--- config.mk ---
export PLATFORM = sky130hd
export DESIGN_NAME = lif_neuron_nin
export DESIGN_NICKNAME = d
export VERILOG_FILES = /design/src/rtl/lif_neuron_nin.sv
export SDC_FILE = /design/constraint.sdc
export NUM_CORES = 1
export LEC_CHECK = 0
export CAP_MARGIN = 0
export CORE_ASPECT_RATIO = 0.6
export CORE_UTILIZATION = 50
export CTS_CLUSTER_DIAMETER = 30
export DETAILED_ROUTE_END_ITERATION = 16
export HOLD_SLACK_MARGIN = 0.08
export PLACE_DENSITY = 0.73
export RECOVER_POWER = 100
export SLEW_MARGIN = 20
export SYNTH_ARGS = -nofsm -noshare
export SYNTH_HDL_FRONTEND = slang
export SYNTH_SLANG_ARGS = --single-unit
--- constraint.sdc ---
create_clock -name clk -period 14.9 [get_ports clk]
set_input_delay 3.725 -clock clk [delete_from_list [all_inputs] [get_ports clk]]
set_output_delay 3.725 -clock clk [all_outputs]
set_load 0.005 [all_outputs]
--- src/rtl/lif_neuron_nin.sv ---
`default_nettype none
// ============================================================================
// Module   : lif_neuron_nin
// Brief    : N_IN-input leaky integrate-and-fire neuron, saturating signed
//            membrane, shift leak, refractory period in time steps.
//            Define LIF_SPIKE_COUNT_EN to add count_clr / spike_count.
// Revision : 1.0 - initial release
// ============================================================================
module lif_neuron_nin #(
  parameter int N_IN         = 4,
  parameter int W_WIDTH      = 8,
  parameter int P_WIDTH      = 16,
  parameter int THRESHOLD    = 100,
  parameter int LEAK_SHIFT   = 3,
  parameter int REFRAC_STEPS = 2,
  parameter int V_RESET      = 0
) (
  input  logic                      clk,
  input  logic                      rst_n,
  input  logic                      step_valid,
  input  logic [N_IN-1:0]           spikes_in,
  input  logic [N_IN*W_WIDTH-1:0]   weights,
`ifdef LIF_SPIKE_COUNT_EN
  input  logic                      count_clr,
  output logic [15:0]               spike_count,
`endif
  output logic                      spike_out,
  output logic                      out_valid,
  output logic signed [P_WIDTH-1:0] potential,
  output logic                      refractory
);

  localparam int c_SUM_W = P_WIDTH + $clog2(N_IN) + 1;
  localparam int c_CNT_W = (REFRAC_STEPS > 0) ? $clog2(REFRAC_STEPS + 1) : 1;

  localparam logic signed [c_SUM_W-1:0] c_P_MAX = (c_SUM_W)'(2**(P_WIDTH-1) - 1);
  localparam logic signed [c_SUM_W-1:0] c_P_MIN = (c_SUM_W)'(-(2**(P_WIDTH-1)));
  localparam logic signed [c_SUM_W-1:0] c_THR   = (c_SUM_W)'(THRESHOLD);
  localparam logic signed [P_WIDTH-1:0] c_VRST  = (P_WIDTH)'(V_RESET);
  localparam logic [c_CNT_W-1:0]        c_REFRAC = (c_CNT_W)'(REFRAC_STEPS);
  localparam logic [c_CNT_W-1:0]        c_CNT_ONE = (c_CNT_W)'(1);

  typedef enum logic [0:0] {
    ST_INTEGRATE  = 1'b0,
    ST_REFRACTORY = 1'b1
  } state_t;

  state_t               r_state;
  logic [c_CNT_W-1:0]   r_cnt;

  logic signed [c_SUM_W-1:0] w_syn;
  logic signed [c_SUM_W-1:0] w_p_wide;
  logic signed [c_SUM_W-1:0] w_leaked;
  logic signed [c_SUM_W-1:0] w_sum;
  logic signed [c_SUM_W-1:0] w_sat;
  logic signed [P_WIDTH-1:0] w_nxt;
  logic                      w_fire;
  logic                      w_int_step;
  logic                      w_spike_now;

  // Weights are sign-extended to the wide width before accumulation.
  always_comb begin
    w_syn = '0;
    for (int i = 0; i < N_IN; i++) begin
      if (spikes_in[i]) begin
        w_syn = w_syn + (c_SUM_W)'($signed(weights[i*W_WIDTH +: W_WIDTH]));
      end
    end
  end

  assign w_p_wide = (c_SUM_W)'(potential);
  assign w_leaked = w_p_wide - (w_p_wide >>> LEAK_SHIFT);
  assign w_sum    = w_leaked + w_syn;

  always_comb begin
    w_sat = w_sum;
    if (w_sum > c_P_MAX) begin
      w_sat = c_P_MAX;
    end else if (w_sum < c_P_MIN) begin
      w_sat = c_P_MIN;
    end
  end

  assign w_nxt       = w_sat[P_WIDTH-1:0];
  assign w_fire      = (w_sat >= c_THR);
  assign w_int_step  = step_valid && (r_state == ST_INTEGRATE);
  assign w_spike_now = w_int_step && w_fire;

  always_ff @(posedge clk or negedge rst_n) begin
    if (!rst_n) begin
      r_state    <= ST_INTEGRATE;
      r_cnt      <= '0;
      potential  <= c_VRST;
      spike_out  <= 1'b0;
      out_valid  <= 1'b0;
      refractory <= 1'b0;
    end else begin
      spike_out <= 1'b0;
      out_valid <= step_valid;
      if (step_valid) begin
        case (r_state)
          ST_INTEGRATE: begin
            if (w_spike_now) begin
              spike_out <= 1'b1;
              potential <= c_VRST;
              if (REFRAC_STEPS > 0) begin
                r_cnt      <= c_REFRAC;
                refractory <= 1'b1;
                r_state    <= ST_REFRACTORY;
              end
            end else begin
              potential <= w_nxt;
            end
          end
          ST_REFRACTORY: begin
            // Inputs ignored; the step that reaches zero still ignores them.
            potential <= c_VRST;
            r_cnt     <= r_cnt - c_CNT_ONE;
            if (r_cnt == c_CNT_ONE) begin
              refractory <= 1'b0;
              r_state    <= ST_INTEGRATE;
            end
          end
          default: begin
            r_state <= ST_INTEGRATE;
          end
        endcase
      end
    end
  end

`ifdef LIF_SPIKE_COUNT_EN
  // Counter moves on the same edge that raises spike_out; clear dominates.
  always_ff @(posedge clk or negedge rst_n) begin
    if (!rst_n) begin
      spike_count <= '0;
    end else if (count_clr) begin
      spike_count <= '0;
    end else if (w_spike_now && (spike_count != 16'hFFFF)) begin
      spike_count <= spike_count + 16'd1;
    end
  end
`endif

endmodule
`default_nettype wire

==> results of run 1 <==
==> cell families after synthesis <==
group / share of synthesized area
DFF: 0.113
buffers and inverters: 0.0517
muxes: 0.0397
xor gates and xnor gates: 0.0999
AOI/OAI and AO/OA: 0.299
adders and majority gates: 0.251
and+or+nand+nor: 0.146
==> sequential cells by signal, indices dropped and copies added (netlist names) <==
name / flops
out_valid: 1
potential: 16
r_cnt: 2
r_state: 1
refractory: 1
spike_out: 1
==> worst register-to-register path, delay by kind of cell, from the launching register on <==
| family | cells | cell delay [ps] |
|---|---|---|
| compound gates | 6 | 1320 |
| xor+xnor | 3 | 670 |
| fa+ha+maj | 3 | 1450 |
| buf+inv | 2 | 170 |
| flops | 1 | 410 |
| simple gates | 6 | 1600 |
==> cell usage after synthesis, types with 7 or more instances <==
cell      number  share of area
nor2_1        42          0.032
xor2_1        15          0.027
fa_1          20          0.082
mux2_2        11          0.025
o21ai_0       26          0.027
xnor2_1       36          0.065
o21ai_1        9         0.0092
a21oi_1       58          0.059
inv_1         56          0.043
nand2_1       44          0.034
nand2b_1      12          0.015
a21o_1        27          0.041
mux2i_1        7          0.014
nor2b_1       10          0.013
o21a_1        13          0.020
dfrtp_1       22           0.11
ha_1          66           0.17
o22ai_1        9          0.012
clkbuf_1       7         0.0054
nor3_1         7         0.0072
and2_1        10          0.013
o21bai_1       8          0.012
==> layer usage <==
layer | vias up | wire (um) | global-route usage
met4 | 0 | 37 | 0.0244
li1 | 2283 | - | -
met3 | 4 | 717 | 0.0266
met1 | 2136 | 6410 | 0.394
met5 | - | 0 | 0
met2 | 148 | 5000 | 0.387
==> metrics by stage <==
| step | instance area, um2 | cells | setup WS (ps) |
|---|---|---|---|
| global route | 5650 | 785 | 34.7 |
| detailed placement | 5590 | 782 | 745 |
| CTS | 5660 | 785 | 941 |
| finish | 5650 | 785 | 858 |
| floorplan | 4880 | 604 | 2490 |
| global placement | 5590 | 782 | 1160 |
==> area by class of cell <==
type | instances | area (um2)
inverters | 57 | 214
clock buffers | 3 | 75.1
flip-flops and latches | 22 | 551
repair buffers | 58 | 572
multi-input cells | 515 | 4080
well taps | 130 | 163
fillers | 894 | 3670
==> how the worst max path moves through the flow <==
stage,slack [ps],end,cells after the start,start
after global placement,1160,potential[11],46,spikes_in[0]
after detailed placement,740,potential[11],46,spikes_in[0]
after floorplan,2490,refractory,46,weights[0]
final,860,potential[1],44,spikes_in[0]
after CTS,940,potential[11],46,spikes_in[0]
after global routing,30,potential[11],46,spikes_in[0]
==> where the power goes <==
part	internal [mW]	total [mW]	switching, mW	leakage (nW)
sequential	0.0762	0.0911	0.0149	0.290
combinational	0.457	1.07	0.615	2.29
clock	0.0354	0.0560	0.0206	0.0370
total	0.569	1.22	0.650	2.62
==> flow_metrics.py, run 1 <==
metrics = {
    "clock_tree": {
        "post_cts_buffers": 0,
        "tritoncts": "yes",
        "cts_hold_buf": 0,
        "clkLatencyLatePin_ps": 250,
        "numCtsBuffers": 3,
        "clockBufferDepth": 2,
        "cts.repair.resized": 0,
        "ctsHtreeMaxLevel": 1,
        "cts-root-buf": "clkbuf_16",
        "clock-sinks": 22,
        "path_clk_slew_ps": 60,
    },
    "sta": {
        "max_clock_freq_ghz": 0.0712,
        "post-route-period-util": 0.942,
        "skew_ps": 2.20,
        "slew_viol_final": 0,
        "hold_viol": 0,
        "timing.hold.ws_ps": 484,
        "rsz0062_at_grt": "false",
        "worstMarginPinSlew_ps": 1210,
        "fin_setup_tns_ps": 0,
        "min_period_ps": 14040,
        "relSlewSlack": 0.195,
        "setup_viol": 0,
    },
    "pwr": {
        "power.total_mw": 1.22,
        "ir_worst_vdd_v": 0.000154,
        "p_leak_nw": 2.62,
        "powerDensity_nw_per_um2": 216,
    },
    "setup_path": {
        "cp_top_family": "compound AO/OA/AOI/OAI gates",
        "crit_type": "input pin to register",
        "crit_arrival_ps": 14210,
        "cp-end-kind": "register",
        "critPathSlowestCell": "o31ai_1",
        "start_kind": "input pin",
        "cp_common_cell": "ha_1",
        "crit_buf_inv": 2,
        "ff2ff_path_depth": 20,
        "worst-r2r-setup-slack_ps": 9200,
        "worstReg2RegStart": "potential[4]",
        "crit_required_ps": 15070,
        "reg2reg_to": "potential[1]",
        "cp_max_fo": 9,
        "slowest_delay_ps": 640,
    },
    "synth": {
        "synth_cell_types": 70,
        "synth.cell_area_um2": 4880,
        "ys_seq_area_frac": 0.113,
        "synthArstFlopShare": 1.00,
        "syn_inst": 604,
        "synth_ff_type": "dfrtp_1",
        "ys_seq_elements": 22,
        "ys_warn_count": 0,
        "syn-num-nets": 729,
        "synth_edf_count": 0,
        "avgSynthCellArea_um2": 8.09,
    },
    "hold_path": {
        "hold_class": "register to register",
        "holdPathEnd": "r_cnt[0]",
        "hold_depth": 1,
        "hold_start": "r_cnt[0]",
    },
    "die": {
        "start_util": 0.524,
        "die-area_um2": 10200,
        "dieWidth_um": 130,
        "io_pins": 58,
        "rows": 27,
        "core_area_um2": 9320,
        "die_y_um": 78.6,
    },
    "drt": {
        "first_pass_iters": 5,
        "vias": 4571,
        "remaining_drc_errors": 0,
        "final_antenna_net_count": 0,
        "wl_per_cell_um": 15.5,
        "wl_mm": 12.2,
        "dr.first_iter.drc_count": 281,
        "via_per_inst": 5.82,
    },
    "global_route": {
        "gr-total-overflow": 0,
        "grt_pass1_wl_mm": 20.9,
        "grt_max_degree": 34,
        "grt_usage": 0.254,
        "antenna_found_initial": 0,
        "grt_pass1_vias": 4384,
    },
    "job": {
        "drv_cap": 0,
    },
    "final_layout": {
        "area_growth_pct": 15.7,
        "nets": 782,
        "final_common_cell": "ha_1",
        "final_util": 0.606,
        "drive_gt1_frac": 0.0656,
        "diodes": 0,
        "layout_common_cells": "ha_1, a21oi_1, inv_1",
    },
    "status": {
        "status": "complete, no violations",
    },
    "place": {
        "dp_hpwl_mm": 10.1,
        "io_buffers": 57,
        "globalplace.congestion": 0.971,
    },
}
(Power assumes the default switching activity.)
==> inputs of run 2 (changes only) <==
--- a/config.mk
+++ b/config.mk
@@ -5,13 +5,14 @@
 export SDC_FILE = /design/constraint.sdc
 export NUM_CORES = 1
 export LEC_CHECK = 0
-export CAP_MARGIN = 0
+export ABC_AREA = 1
 export CORE_ASPECT_RATIO = 0.6
+export CORE_MARGIN = 10
 export CORE_UTILIZATION = 50
 export CTS_CLUSTER_DIAMETER = 30
 export DETAILED_ROUTE_END_ITERATION = 16
 export HOLD_SLACK_MARGIN = 0.08
-export PLACE_DENSITY = 0.73
+export PLACE_DENSITY = 0.72
 export RECOVER_POWER = 100
 export SLEW_MARGIN = 20
 export SYNTH_ARGS = -nofsm -noshare
==> flow_metrics.py, run 2 <==
metrics = {
    "pwr": {
        "powerDensity_nw_per_um2": 225,
        "p_sw_frac": 0.597,
        "p_sw_mw": 0.820,
        "cell_internal_pwr_mw": 0.555,
        "pwr-share-seq": 0.076,
        "combinationalPowerShare": 0.868,
        "ir_worst_vdd_v": 0.000147,
        "p_leak_nw": 3.26,
        "pwr-share-clk": 0.057,
    },
    "synth": {
        "ys_seq_elements": 22,
        "yosysTopAreaCell": "nand2_1",
        "syn_inst": 853,
        "synth_ff_type": "dfrtp_1",
        "ys_seq_area_frac": 0.102,
        "yosysMostFrequentCell": "nand2_1",
        "synth_cell_types": 42,
        "synth_commonest_cells": "nand2_1, inv_1, o21ai_0",
        "syn-num-nets": 978,
        "synthTopCellsByArea": "nand2_1, ha_1, dfrtp_1, inv_1, fa_1",
        "synth_edf_count": 0,
        "synth.cell_area_um2": 5410,
        "synthArstFlopShare": 1.00,
        "ys_warn_count": 0,
        "synthDominantCellAreaShare": 0.170,
        "avgSynthCellArea_um2": 6.34,
    },
    "clock_tree": {
        "cts_hold_buf": 0,
        "clock-sinks": 22,
        "clkLatencyLatePin_ps": 270,
        "cts-root-buf": "clkbuf_16",
        "cts.repair.resized": 0,
        "clockBufferDepth": 2,
        "post_cts_buffers": 0,
        "path_clk_slew_ps": 70,
        "numCtsBuffers": 3,
        "ctsHtreeMaxLevel": 1,
        "tritoncts": "yes",
    },
    "sta": {
        "post-route-period-util": 0.900,
        "relSlewSlack": 0.0475,
        "rsz0062_at_grt": "false",
        "worstMarginPinSlew_ps": 1430,
        "skew_ps": 5.96,
        "slew_viol_final": 0,
        "fin_setup_tns_ps": 0,
        "min_period_ps": 13410,
        "setup_viol": 0,
        "hold_viol": 0,
        "max_clock_freq_ghz": 0.0746,
    },
    "final_layout": {
        "drive_gt1_frac": 0.0522,
        "nets": 1027,
        "top_regs": "potential: 16 flops, r_cnt: 2 flops",
        "diodes": 0,
        "area_growth_pct": 12.9,
        "layout_common_cells": "nand2_1, inv_1, o21ai_0",
        "final_util": 0.578,
        "top_register": "potential",
        "final_common_cell": "nand2_1",
        "largest_reg_flops": 16,
    },
    "setup_path": {
        "ff2ff_path_depth": 27,
        "crit_end": "r_cnt[1]",
        "cp_common_cell": "nand2_1",
        "worstReg2RegStart": "potential[14]",
        "cp_max_fo": 19,
        "start_kind": "input pin",
        "crit_start": "spikes_in[0]",
        "cp-end-kind": "register",
        "critPathSlowestCell": "dlygate4sd3_1",
        "slowest_delay_ps": 650,
        "crit_required_ps": 15100,
        "crit_type": "input pin to register",
        "worst-r2r-setup-slack_ps": 9850,
        "reg2reg_to": "r_cnt[1]",
        "crit_arrival_ps": 13610,
    },
    "global_route": {
        "gr-total-overflow": 0,
        "antenna_found_initial": 0,
        "grt_usage": 0.197,
        "grt_max_degree": 35,
        "grt_pass1_vias": 5173,
        "grt_pass1_wl_mm": 26.0,
    },
    "die": {
        "die-area_um2": 15500,
        "dieWidth_um": 154,
        "core_area_um2": 10600,
        "io_pins": 58,
        "die_y_um": 101,
        "start_util": 0.512,
        "rows": 29,
    },
    "job": {
        "drv_cap": 0,
    },
    "drt": {
        "via_per_inst": 5.38,
        "vias": 5593,
        "dr.first_iter.drc_count": 532,
        "final_antenna_net_count": 0,
        "first_pass_iters": 5,
        "wl_per_cell_um": 14.8,
        "wl_mm": 15.4,
        "remaining_drc_errors": 0,
    },
    "place": {
        "io_buffers": 57,
        "globalplace.congestion": 1.00,
        "dp_hpwl_mm": 13.0,
    },
    "status": {
        "status": "complete, no violations",
    },
    "hold_path": {
        "hold_class": "register to register",
    },
}
## run 2: changes by cell type after synthesis, sizes merged, moves of 11 or more
| cell | delta |
|---|---|
| mux2 | -11 |
| inv | +69 |
| nand2b | -12 |
| nand2 | +213 |
| a21o | -20 |
| o21a | -14 |
| o21ai | +37 |
| nand3 | +54 |
| xnor2 | -29 |
| nor2 | +14 |
## run 2: worst min path at each step
stage                from    endpoint  slack (ps)  cells after the start
2_1_floorplan    r_cnt[1]    r_cnt[1]         440                      2
3_3_place_gp   refractory  refractory         470                      2
3_5_place_dp      r_state     r_state         470                      2
4_1_cts           r_state     r_state         480                      2
5_1_grt           r_state     r_state         530                      2
6_report          r_state     r_state         480                      2
## run 2: layer usage
metal  global-route usage  vias to the layer above  share of wire
met5                    0                        -              0
met4               0.0188                        0         0.0044
met3               0.0392                        7          0.086
met2                0.260                      202           0.36
met1                0.320                     2480           0.55
li1                     -                     2904              -
## run 2: layout make-up
class,instances,area [um2]
fill,1039,4460
multi-input combinational,689,4220
timing repair buffer,60,583
sequential,22,551
inverter,126,473
tap,139,174
clock buffer,3,75.1
clock inverter,1,30.0
## run 2: critical path: cells and delay by family
family,cells,cell delay (ps)
and+or+nand+nor,33,4060
xor gates and xnor gates,1,150
buffers and inverters,9,1220
adders and majority gates,8,3100
AOI/OAI and AO/OA,9,1340
## run 2: cells by family after synthesis
family | share of synthesized area
and+or+nand+nor | 0.321
AOI/OAI and AO/OA | 0.189
buffers and inverters | 0.108
adders and majority gates | 0.227
xor gates and xnor gates | 0.0534
DFF | 0.102
## run 2: stage by stage
stage	hold slack (ps)	cells	cell area, um2	setup WS (ps)	power, mW
after floorplan	442	853	5410	3280	1.01
after global placement	472	1036	6070	1950	1.28
after detailed placement	468	1036	6070	1700	1.28
after CTS	483	1040	6170	1920	1.37
after global routing	530	1040	6100	358	1.54
final	477	1040	6100	1490	1.37
## run 2: power groups by stage
| stage | clock [mW] | sequential [mW] | combinational, mW |
|---|---|---|---|
| finish | 0.0778 | 0.104 | 1.19 |
| global route | 0.0808 | 0.108 | 1.35 |
| CTS | 0.0784 | 0.105 | 1.19 |
| detailed placement | 0 | 0.106 | 1.18 |
| global placement | 0 | 0.106 | 1.17 |
| floorplan | 0 | 0.100 | 0.907 |
